===== src/rtl/apb3_arbiter_if.sv =====
// Bus bundle for the two-master APB3 arbiter: both upstream master ports,
// the downstream slave port and the status outputs.
interface apb3_arbiter_if #(
   parameter int A_WIDTH  = 32,
   parameter int RD_WIDTH = 32,
   parameter int WD_WIDTH = 32
);
   logic                psel_m0, penable_m0, pwrite_m0, pready_m0;
   logic [A_WIDTH-1:0]  paddr_m0;
   logic [WD_WIDTH-1:0] pwdata_m0;
   logic [RD_WIDTH-1:0] prdata_m0;

   logic                psel_m1, penable_m1, pwrite_m1, pready_m1;
   logic [A_WIDTH-1:0]  paddr_m1;
   logic [WD_WIDTH-1:0] pwdata_m1;
   logic [RD_WIDTH-1:0] prdata_m1;

   logic                psel_s, penable_s, pwrite_s, pready_s;
   logic [A_WIDTH-1:0]  paddr_s;
   logic [WD_WIDTH-1:0] pwdata_s;
   logic [RD_WIDTH-1:0] prdata_s;

   logic                busy, gnt;

   // master: the arbiter's own view; slave: the surrounding masters and slave.
   modport master (
      input  psel_m0, penable_m0, pwrite_m0, paddr_m0, pwdata_m0,
      output prdata_m0, pready_m0,
      input  psel_m1, penable_m1, pwrite_m1, paddr_m1, pwdata_m1,
      output prdata_m1, pready_m1,
      output psel_s, penable_s, pwrite_s, paddr_s, pwdata_s,
      input  prdata_s, pready_s,
      output busy, gnt
   );

   modport slave (
      output psel_m0, penable_m0, pwrite_m0, paddr_m0, pwdata_m0,
      input  prdata_m0, pready_m0,
      output psel_m1, penable_m1, pwrite_m1, paddr_m1, pwdata_m1,
      input  prdata_m1, pready_m1,
      input  psel_s, penable_s, pwrite_s, paddr_s, pwdata_s,
      output prdata_s, pready_s,
      input  busy, gnt
   );
endinterface


===== src/rtl/apb3_arbiter.sv =====
// Round-robin arbiter letting two APB3 masters share one APB3 slave.
// All outputs come straight from flops; masters are sampled only in IDLE.
module apb3_arbiter #(
   parameter int A_WIDTH  = 32,
   parameter int RD_WIDTH = 32,
   parameter int WD_WIDTH = 32
) (
   input logic            clk,
   input logic            prst,
   apb3_arbiter_if.master bus
);
   typedef enum logic [1:0] {IDLE, SETUP, ACCESS, DONE} state_e;

   state_e              state_q, state_d;
   logic                gnt_q, gnt_d;
   logic                prio_q, prio_d;    // master that wins the next tie
   logic                busy_q, busy_d;
   logic                psel_q, psel_d;
   logic                penable_q, penable_d;
   logic                pwrite_q, pwrite_d;
   logic [A_WIDTH-1:0]  paddr_q, paddr_d;
   logic [WD_WIDTH-1:0] pwdata_q, pwdata_d;
   logic [RD_WIDTH-1:0] prdata_q, prdata_d;
   logic                pready0_q, pready0_d;
   logic                pready1_q, pready1_d;
   logic                grant;

   always_comb begin
      // NOTE: every _d gets its hold value first so no path through the case infers a latch.
      state_d   = state_q;
      gnt_d     = gnt_q;
      prio_d    = prio_q;
      psel_d    = psel_q;
      penable_d = penable_q;
      pwrite_d  = pwrite_q;
      paddr_d   = paddr_q;
      pwdata_d  = pwdata_q;
      prdata_d  = prdata_q;
      pready0_d = 1'b0;
      pready1_d = 1'b0;
      grant     = (bus.psel_m0 && bus.psel_m1) ? prio_q : bus.psel_m1;

      case (state_q)
         IDLE: begin
            if (bus.psel_m0 || bus.psel_m1) begin
               gnt_d     = grant;
               prio_d    = ~grant;
               pwrite_d  = grant ? bus.pwrite_m1 : bus.pwrite_m0;
               paddr_d   = grant ? bus.paddr_m1  : bus.paddr_m0;
               pwdata_d  = grant ? bus.pwdata_m1 : bus.pwdata_m0;
               psel_d    = 1'b1;
               penable_d = 1'b0;
               state_d   = SETUP;
            end
         end
         SETUP: begin
            penable_d = 1'b1;
            state_d   = ACCESS;
         end
         ACCESS: begin
            if (bus.pready_s) begin
               psel_d    = 1'b0;
               penable_d = 1'b0;
               if (!pwrite_q) prdata_d = bus.prdata_s;
               pready0_d = ~gnt_q;
               pready1_d = gnt_q;
               state_d   = DONE;
            end
         end
         DONE: state_d = IDLE;
         default: state_d = IDLE;
      endcase

      busy_d = (state_d != IDLE);
   end

   always_ff @(posedge clk) begin
      if (prst) begin
         state_q   <= IDLE;
         gnt_q     <= 1'b0;
         prio_q    <= 1'b0;
         busy_q    <= 1'b0;
         psel_q    <= 1'b0;
         penable_q <= 1'b0;
         pwrite_q  <= 1'b0;
         paddr_q   <= '0;
         pwdata_q  <= '0;
         prdata_q  <= '0;
         pready0_q <= 1'b0;
         pready1_q <= 1'b0;
      end else begin
         // NOTE: non-blocking so every flop samples the pre-edge value of its neighbours.
         state_q   <= state_d;
         gnt_q     <= gnt_d;
         prio_q    <= prio_d;
         busy_q    <= busy_d;
         psel_q    <= psel_d;
         penable_q <= penable_d;
         pwrite_q  <= pwrite_d;
         paddr_q   <= paddr_d;
         pwdata_q  <= pwdata_d;
         prdata_q  <= prdata_d;
         pready0_q <= pready0_d;
         pready1_q <= pready1_d;
      end
   end

   assign bus.psel_s    = psel_q;
   assign bus.penable_s = penable_q;
   assign bus.pwrite_s  = pwrite_q;
   assign bus.paddr_s   = paddr_q;
   assign bus.pwdata_s  = pwdata_q;
   assign bus.prdata_m0 = prdata_q;
   assign bus.prdata_m1 = prdata_q;
   assign bus.pready_m0 = pready0_q;
   assign bus.pready_m1 = pready1_q;
   assign bus.busy      = busy_q;
   assign bus.gnt       = gnt_q;
endmodule


===== src/flat_wrapper.sv =====
// flat-port wrapper written by rule: the top's interface ports become plain ports
module apb3_arbiter_flat 
#(
   parameter int A_WIDTH  = 32,
   parameter int RD_WIDTH = 32,
   parameter int WD_WIDTH = 32
)
  (clk, prst, bus_psel_m0, bus_penable_m0, bus_pwrite_m0, bus_paddr_m0, bus_pwdata_m0, bus_prdata_m0, bus_pready_m0, bus_psel_m1, bus_penable_m1, bus_pwrite_m1, bus_paddr_m1, bus_pwdata_m1, bus_prdata_m1, bus_pready_m1, bus_psel_s, bus_penable_s, bus_pwrite_s, bus_paddr_s, bus_pwdata_s, bus_prdata_s, bus_pready_s, bus_busy, bus_gnt);
  apb3_arbiter_if #(.A_WIDTH(A_WIDTH), .RD_WIDTH(RD_WIDTH), .WD_WIDTH(WD_WIDTH)) bus_i ();
  input logic clk;
  input logic prst;
  input wire logic [$bits(bus_i.psel_m0)-1:0] bus_psel_m0;
  input wire logic [$bits(bus_i.penable_m0)-1:0] bus_penable_m0;
  input wire logic [$bits(bus_i.pwrite_m0)-1:0] bus_pwrite_m0;
  input wire logic [$bits(bus_i.paddr_m0)-1:0] bus_paddr_m0;
  input wire logic [$bits(bus_i.pwdata_m0)-1:0] bus_pwdata_m0;
  output wire logic [$bits(bus_i.prdata_m0)-1:0] bus_prdata_m0;
  output wire logic [$bits(bus_i.pready_m0)-1:0] bus_pready_m0;
  input wire logic [$bits(bus_i.psel_m1)-1:0] bus_psel_m1;
  input wire logic [$bits(bus_i.penable_m1)-1:0] bus_penable_m1;
  input wire logic [$bits(bus_i.pwrite_m1)-1:0] bus_pwrite_m1;
  input wire logic [$bits(bus_i.paddr_m1)-1:0] bus_paddr_m1;
  input wire logic [$bits(bus_i.pwdata_m1)-1:0] bus_pwdata_m1;
  output wire logic [$bits(bus_i.prdata_m1)-1:0] bus_prdata_m1;
  output wire logic [$bits(bus_i.pready_m1)-1:0] bus_pready_m1;
  output wire logic [$bits(bus_i.psel_s)-1:0] bus_psel_s;
  output wire logic [$bits(bus_i.penable_s)-1:0] bus_penable_s;
  output wire logic [$bits(bus_i.pwrite_s)-1:0] bus_pwrite_s;
  output wire logic [$bits(bus_i.paddr_s)-1:0] bus_paddr_s;
  output wire logic [$bits(bus_i.pwdata_s)-1:0] bus_pwdata_s;
  input wire logic [$bits(bus_i.prdata_s)-1:0] bus_prdata_s;
  input wire logic [$bits(bus_i.pready_s)-1:0] bus_pready_s;
  output wire logic [$bits(bus_i.busy)-1:0] bus_busy;
  output wire logic [$bits(bus_i.gnt)-1:0] bus_gnt;
  assign bus_i.psel_m0 = bus_psel_m0;
  assign bus_i.penable_m0 = bus_penable_m0;
  assign bus_i.pwrite_m0 = bus_pwrite_m0;
  assign bus_i.paddr_m0 = bus_paddr_m0;
  assign bus_i.pwdata_m0 = bus_pwdata_m0;
  assign bus_prdata_m0 = bus_i.prdata_m0;
  assign bus_pready_m0 = bus_i.pready_m0;
  assign bus_i.psel_m1 = bus_psel_m1;
  assign bus_i.penable_m1 = bus_penable_m1;
  assign bus_i.pwrite_m1 = bus_pwrite_m1;
  assign bus_i.paddr_m1 = bus_paddr_m1;
  assign bus_i.pwdata_m1 = bus_pwdata_m1;
  assign bus_prdata_m1 = bus_i.prdata_m1;
  assign bus_pready_m1 = bus_i.pready_m1;
  assign bus_psel_s = bus_i.psel_s;
  assign bus_penable_s = bus_i.penable_s;
  assign bus_pwrite_s = bus_i.pwrite_s;
  assign bus_paddr_s = bus_i.paddr_s;
  assign bus_pwdata_s = bus_i.pwdata_s;
  assign bus_i.prdata_s = bus_prdata_s;
  assign bus_i.pready_s = bus_pready_s;
  assign bus_busy = bus_i.busy;
  assign bus_gnt = bus_i.gnt;
  apb3_arbiter #(.A_WIDTH(A_WIDTH), .RD_WIDTH(RD_WIDTH), .WD_WIDTH(WD_WIDTH)) u_core (.clk(clk), .prst(prst), .bus(bus_i));
endmodule

===== config.mk =====
export PLATFORM = sky130hd
export DESIGN_NAME = apb3_arbiter_flat
export DESIGN_NICKNAME = d
export VERILOG_FILES = /design/src/rtl/apb3_arbiter_if.sv /design/src/rtl/apb3_arbiter.sv /design/src/flat_wrapper.sv
export SDC_FILE = /design/constraint.sdc
export NUM_CORES = 1
export LEC_CHECK = 0
export BUFFER_PORTS_ARGS = -buffer_cell sky130_fd_sc_hd__buf_2
export CAP_MARGIN = 20
export CORE_AREA = 2 2 119 121
export CTS_BUF_LIST = sky130_fd_sc_hd__clkbuf_4 sky130_fd_sc_hd__clkbuf_8 sky130_fd_sc_hd__clkbuf_16
export DETAILED_ROUTE_END_ITERATION = 10
export DIE_AREA = 0 0 121 123
export PLACE_DENSITY = 0.67
export SETUP_SLACK_MARGIN = 0.02
export SYNTH_ARGS = -nofsm -noshare
export SYNTH_HDL_FRONTEND = slang
export SYNTH_SLANG_ARGS = --single-unit

===== constraint.sdc =====
create_clock -name clk -period 3.05 [get_ports clk]
set_input_delay 0.1525 -clock clk [delete_from_list [all_inputs] [get_ports clk]]
set_output_delay 0.1525 -clock clk [all_outputs]
set_load 0.03 [all_outputs]

==> key figures <==
Critical path
  – CP Buf/Inv Count: 2
  – Setup crit end: u_core.bus.pwdata_s[29]$_SDFFE_PP0P_
  – Worst reg2reg setup slack: 0.88 ns
  – Worst path max stage delay: 0.58 ns
  – Critical path class: register to register
  – Setup crit end kind: register
  – Startpoint of the lowest-slack register-to-register path: u_core.state_q[0]$_SDFF_PP0_
  – Cell type of the slowest stage on the worst timing path: sky130_fd_sc_hd__o21a_2
  – Cell count along the critical path: 6
  – Terminus of the critical flop-to-flop path: u_core.bus.pwdata_s[29]$_SDFFE_PP0P_
  – Cell family contributing the most delay on the critical path: compound AO/OA/AOI/OAI gates
  – Critical Path Source Type: register
  – Max Fanout on Critical Path: 41
  – Arrival time reported for the critical path endpoint: 2.40 ns
  – Critical path data required time: 3.29 ns
  – Number of cell instances on the worst register-to-register path: 6
  – Setup crit start: u_core.state_q[0]$_SDFF_PP0_
  – Worst-path cell chain: inv_1, ha_1, o21a_2, buf_12, nor3b_1, a221o_1

Min path
  – Worst hold path type: input pin to register

Synthesis
  – Synth top cells by count: sky130_fd_sc_hd__dfxtp_1 (106), sky130_fd_sc_hd__nand2_1 (68), sky130_fd_sc_hd__nor3b_1 (67)
  – Mapped Nets: 621
  – Post-synth EDFFs: 0
  – Post-Syn Area: 4440 µm²
  – Flip-flop and latch count after synthesis: 106
  – Yosys warns: 0
  – Synth Area in XOR/XNOR: 0
  – Leading cell type by number of instances after synthesis: sky130_fd_sc_hd__dfxtp_1
  – Post-synthesis adder-cell area fraction: 0.0141
  – Combinational family with the most area after synthesis: compound AO/OA/AOI/OAI gates
  – Largest cells by area after synthesis: sky130_fd_sc_hd__dfxtp_1 (48%), sky130_fd_sc_hd__a221o_1 (15%), sky130_fd_sc_hd__nor3b_1 (11%), sky130_fd_sc_hd__nand2_1 (5.8%), sky130_fd_sc_hd__buf_4 (5.6%)
  – Most area-hungry cell type in the Yosys netlist: sky130_fd_sc_hd__dfxtp_1
  – Post-synth ARST share: 0
  – Syn Area/Cell: 9.93 µm²
  – Multiplexer area fraction after synthesis: 0.00226
  – Complex-gate fraction of the synthesized area: 0.197
  – Main synth FF type: sky130_fd_sc_hd__dfxtp_1
  – Synth Instances: 447
  – Simple-Gate Fraction of Synth Area: 0.195
  – Library cells used by synthesis: 29
  – Sequential cell area fraction in the yosys report: 0.478
  – Post-synth top area share: 0.478

Cells and area
  – Area of the multi-input gates: 1830 µm²
  – Number of antenna cells inserted: 0
  – Share of post-route cells with drive strength above 1: 0.467
  – Total of fill cells in the finished design: 1351
  – Post-layout nets: 867
  – Area of all sequential standard cells: 2120 µm²
  – Layout-stage area growth over the synthesis result: 36.4%

Clock network
  – Clock transition at path regs: 0.07 ns
  – Clock Sinks: 106
  – Number of buffers between clock root and the deepest sink: 2
  – Clock tree from TritonCTS: done
  – Post-CTS resize count: 0
  – Number of buffers inserted by post-CTS setup repair: 0
  – Later-pin clock latency in the skew report: 0.34 ns
  – Inserted Clock Buffers: 9
  – Clock root cell: sky130_fd_sc_hd__clkbuf_16
  – Htree depth: 3
  – Count of hold-fix buffers inserted at cts: 0

GRT
  – Initial antenna violation count: 0
  – Vias in the first global route: 3979
  – Overall track demand over capacity in global routing: 0.168
  – Pin count of the biggest net entering global routing: 66
  – Global-route wire length before repair: 19700 µm
  – Total overflow reported by the global router: 0

Timing
  – Max-slew violation count: 0
  – Share of the clock period used by the worst path: 0.711
  – Sum of negative setup slack: 0 ns
  – Max Clock Skew: 0.00554 ns
  – Actual transition at the worst max-transition pin: 0.723 ns
  – Count of final setup violators: 0
  – Hold slack: 0.0225 ns
  – Final Hold Fails: 0
  – RSZ-0062 raised after global routing: no
  – Period minus WS final: 2.17 ns
  – Worst-case headroom to the max-slew limit: 0.518
  – Achievable Freq: 0.461 GHz

Floorplan
  – Effective utilization at floorplan: 0.326
  – Total core area: 13600 µm²
  – # IOs: 304
  – Die Y-Extent: 123 µm
  – Number of placement rows: 43
  – Die outline width: 121 µm
  – Area enclosed by the die boundary: 14900 µm²

Placement
  – Estimated wirelength of the detail-placed design: 9340 µm
  – Final weighted congestion of routability-driven global placement: 0.754
  – Total of buffers placed on input and output ports: 301

Power and ir drop
  – Leak Pwr: 0.00291 µW
  – Areal power density over the cells: 861 nW/µm²
  – Overall power after layout: 5220 µW
  – Max rail drop VDD: 0.461 mV

Drt
  – Vias per inst: 4.86
  – Pre-antenna DRT Iters: 4
  – Wirelength per Cell: 14.9 µm
  – Count of vias placed by the detailed router: 4263
  – Post-route DRC: 0
  – Antenna Violating Nets Remaining: 0
  – Total length of routed wires: 13100 µm
  – Initial DRC count: 185

Flow run
  – # Max-Cap Violations: 0

Status
  – Outcome: finished clean
how the worst min path moves through the flow:
stage | from | endpoint | cells past startpoint
after global placement | bus_pwdata_m0[22] | u_core.bus.pwdata_s[22]$_SDFFE_PP0P_ | 2
final | bus_pwdata_m1[30] | u_core.bus.pwdata_s[30]$_SDFFE_PP0P_ | 2
after CTS | bus_paddr_m0[20] | u_core.bus.paddr_s[20]$_SDFFE_PP0P_ | 2
after global routing | bus_pwdata_m1[14] | u_core.bus.pwdata_s[14]$_SDFFE_PP0P_ | 2
after floorplan | bus_prdata_s[0] | u_core.bus.prdata_m0[0]$_SDFFE_PP0P_ | 2
after detailed placement | bus_pwdata_m0[2] | u_core.bus.pwdata_s[2]$_SDFFE_PP0P_ | 2
registers in the layout, indices dropped and copies added, names as in the netlist, 2 cells and up:
register              cells
u_core.bus.pwdata_s      32
u_core.state_q            2
u_core.bus.prdata_m0     32
u_core.bus.paddr_s       32
routing by layer:
layer | global-route usage | wire length (µm) | vias up
met5 | 0 | 0 | -
met4 | 0.0661 | 204 | 0
met3 | 0.0480 | 1100 | 12
met2 | 0.302 | 6530 | 201
met1 | 0.188 | 5260 | 1956
li1 | - | - | 2094
kinds of logic after synthesis:
family,count (synthesis)
buffers and inverters,75
adders and majority gates,5
AOI/OAI and AO/OA,106
DFF,106
muxes,1
and+or+nand+nor,154
where the power goes:
group          leakage (µW)  switching (µW)  internal, µW  total [µW]
logic               0.00190            1440           734        2180
clock network      0.000138             529           602        1130
registers          0.000869             169          1740        1910
total               0.00291            2140          3070        5220
layout by cell type (no fill, tap or decap), types with 2 or more instances in the layout:
master                       count
sky130_fd_sc_hd__buf_2         300
sky130_fd_sc_hd__dfxtp_1       106
sky130_fd_sc_hd__nand2_1        68
sky130_fd_sc_hd__nor3b_1        67
sky130_fd_sc_hd__a221o_1        65
sky130_fd_sc_hd__a21oi_1        35
sky130_fd_sc_hd__clkbuf_16       9
sky130_fd_sc_hd__nor2_1          7
sky130_fd_sc_hd__ha_1            5
sky130_fd_sc_hd__buf_4           5
sky130_fd_sc_hd__inv_1           3
sky130_fd_sc_hd__nor3_1          3
sky130_fd_sc_hd__nand2b_1        2
sky130_fd_sc_hd__o21ai_0         2
sky130_fd_sc_hd__clkbuf_8        2
sky130_fd_sc_hd__clkinvlp_4      2
sky130_fd_sc_hd__buf_12          2
per-stage QoR:
step           area [µm²]  worst slack, ns  cells   util
2_1_floorplan        4440             1.49    447      -
3_3_place_gp         5760            0.930    862  0.423
3_5_place_dp         5760            0.886    862  0.423
4_1_cts              6050            0.872    878  0.445
5_1_grt              6050            0.740    878  0.445
6_report             6050            0.881    878  0.445
layout make-up:
cell class,count,area share
Tap cell,180,0.0372
Inverter,3,0.00186
Clock inverter,5,0.00620
Timing Repair Buffer,307,0.261
Sequential cell,106,0.350
Multi-Input combinational cell,266,0.302
Clock buffer,11,0.0417
worst reg2reg max path: cells and delay by family (launching register included):
kind                       cells  cell delay [ns]
buffers and inverters          2             0.44
and+or+nand+nor                1             0.12
AOI/OAI and AO/OA              2             0.88
adders and majority gates      1             0.30
DFF                            1             0.33
(Power assumes the default switching activity.)
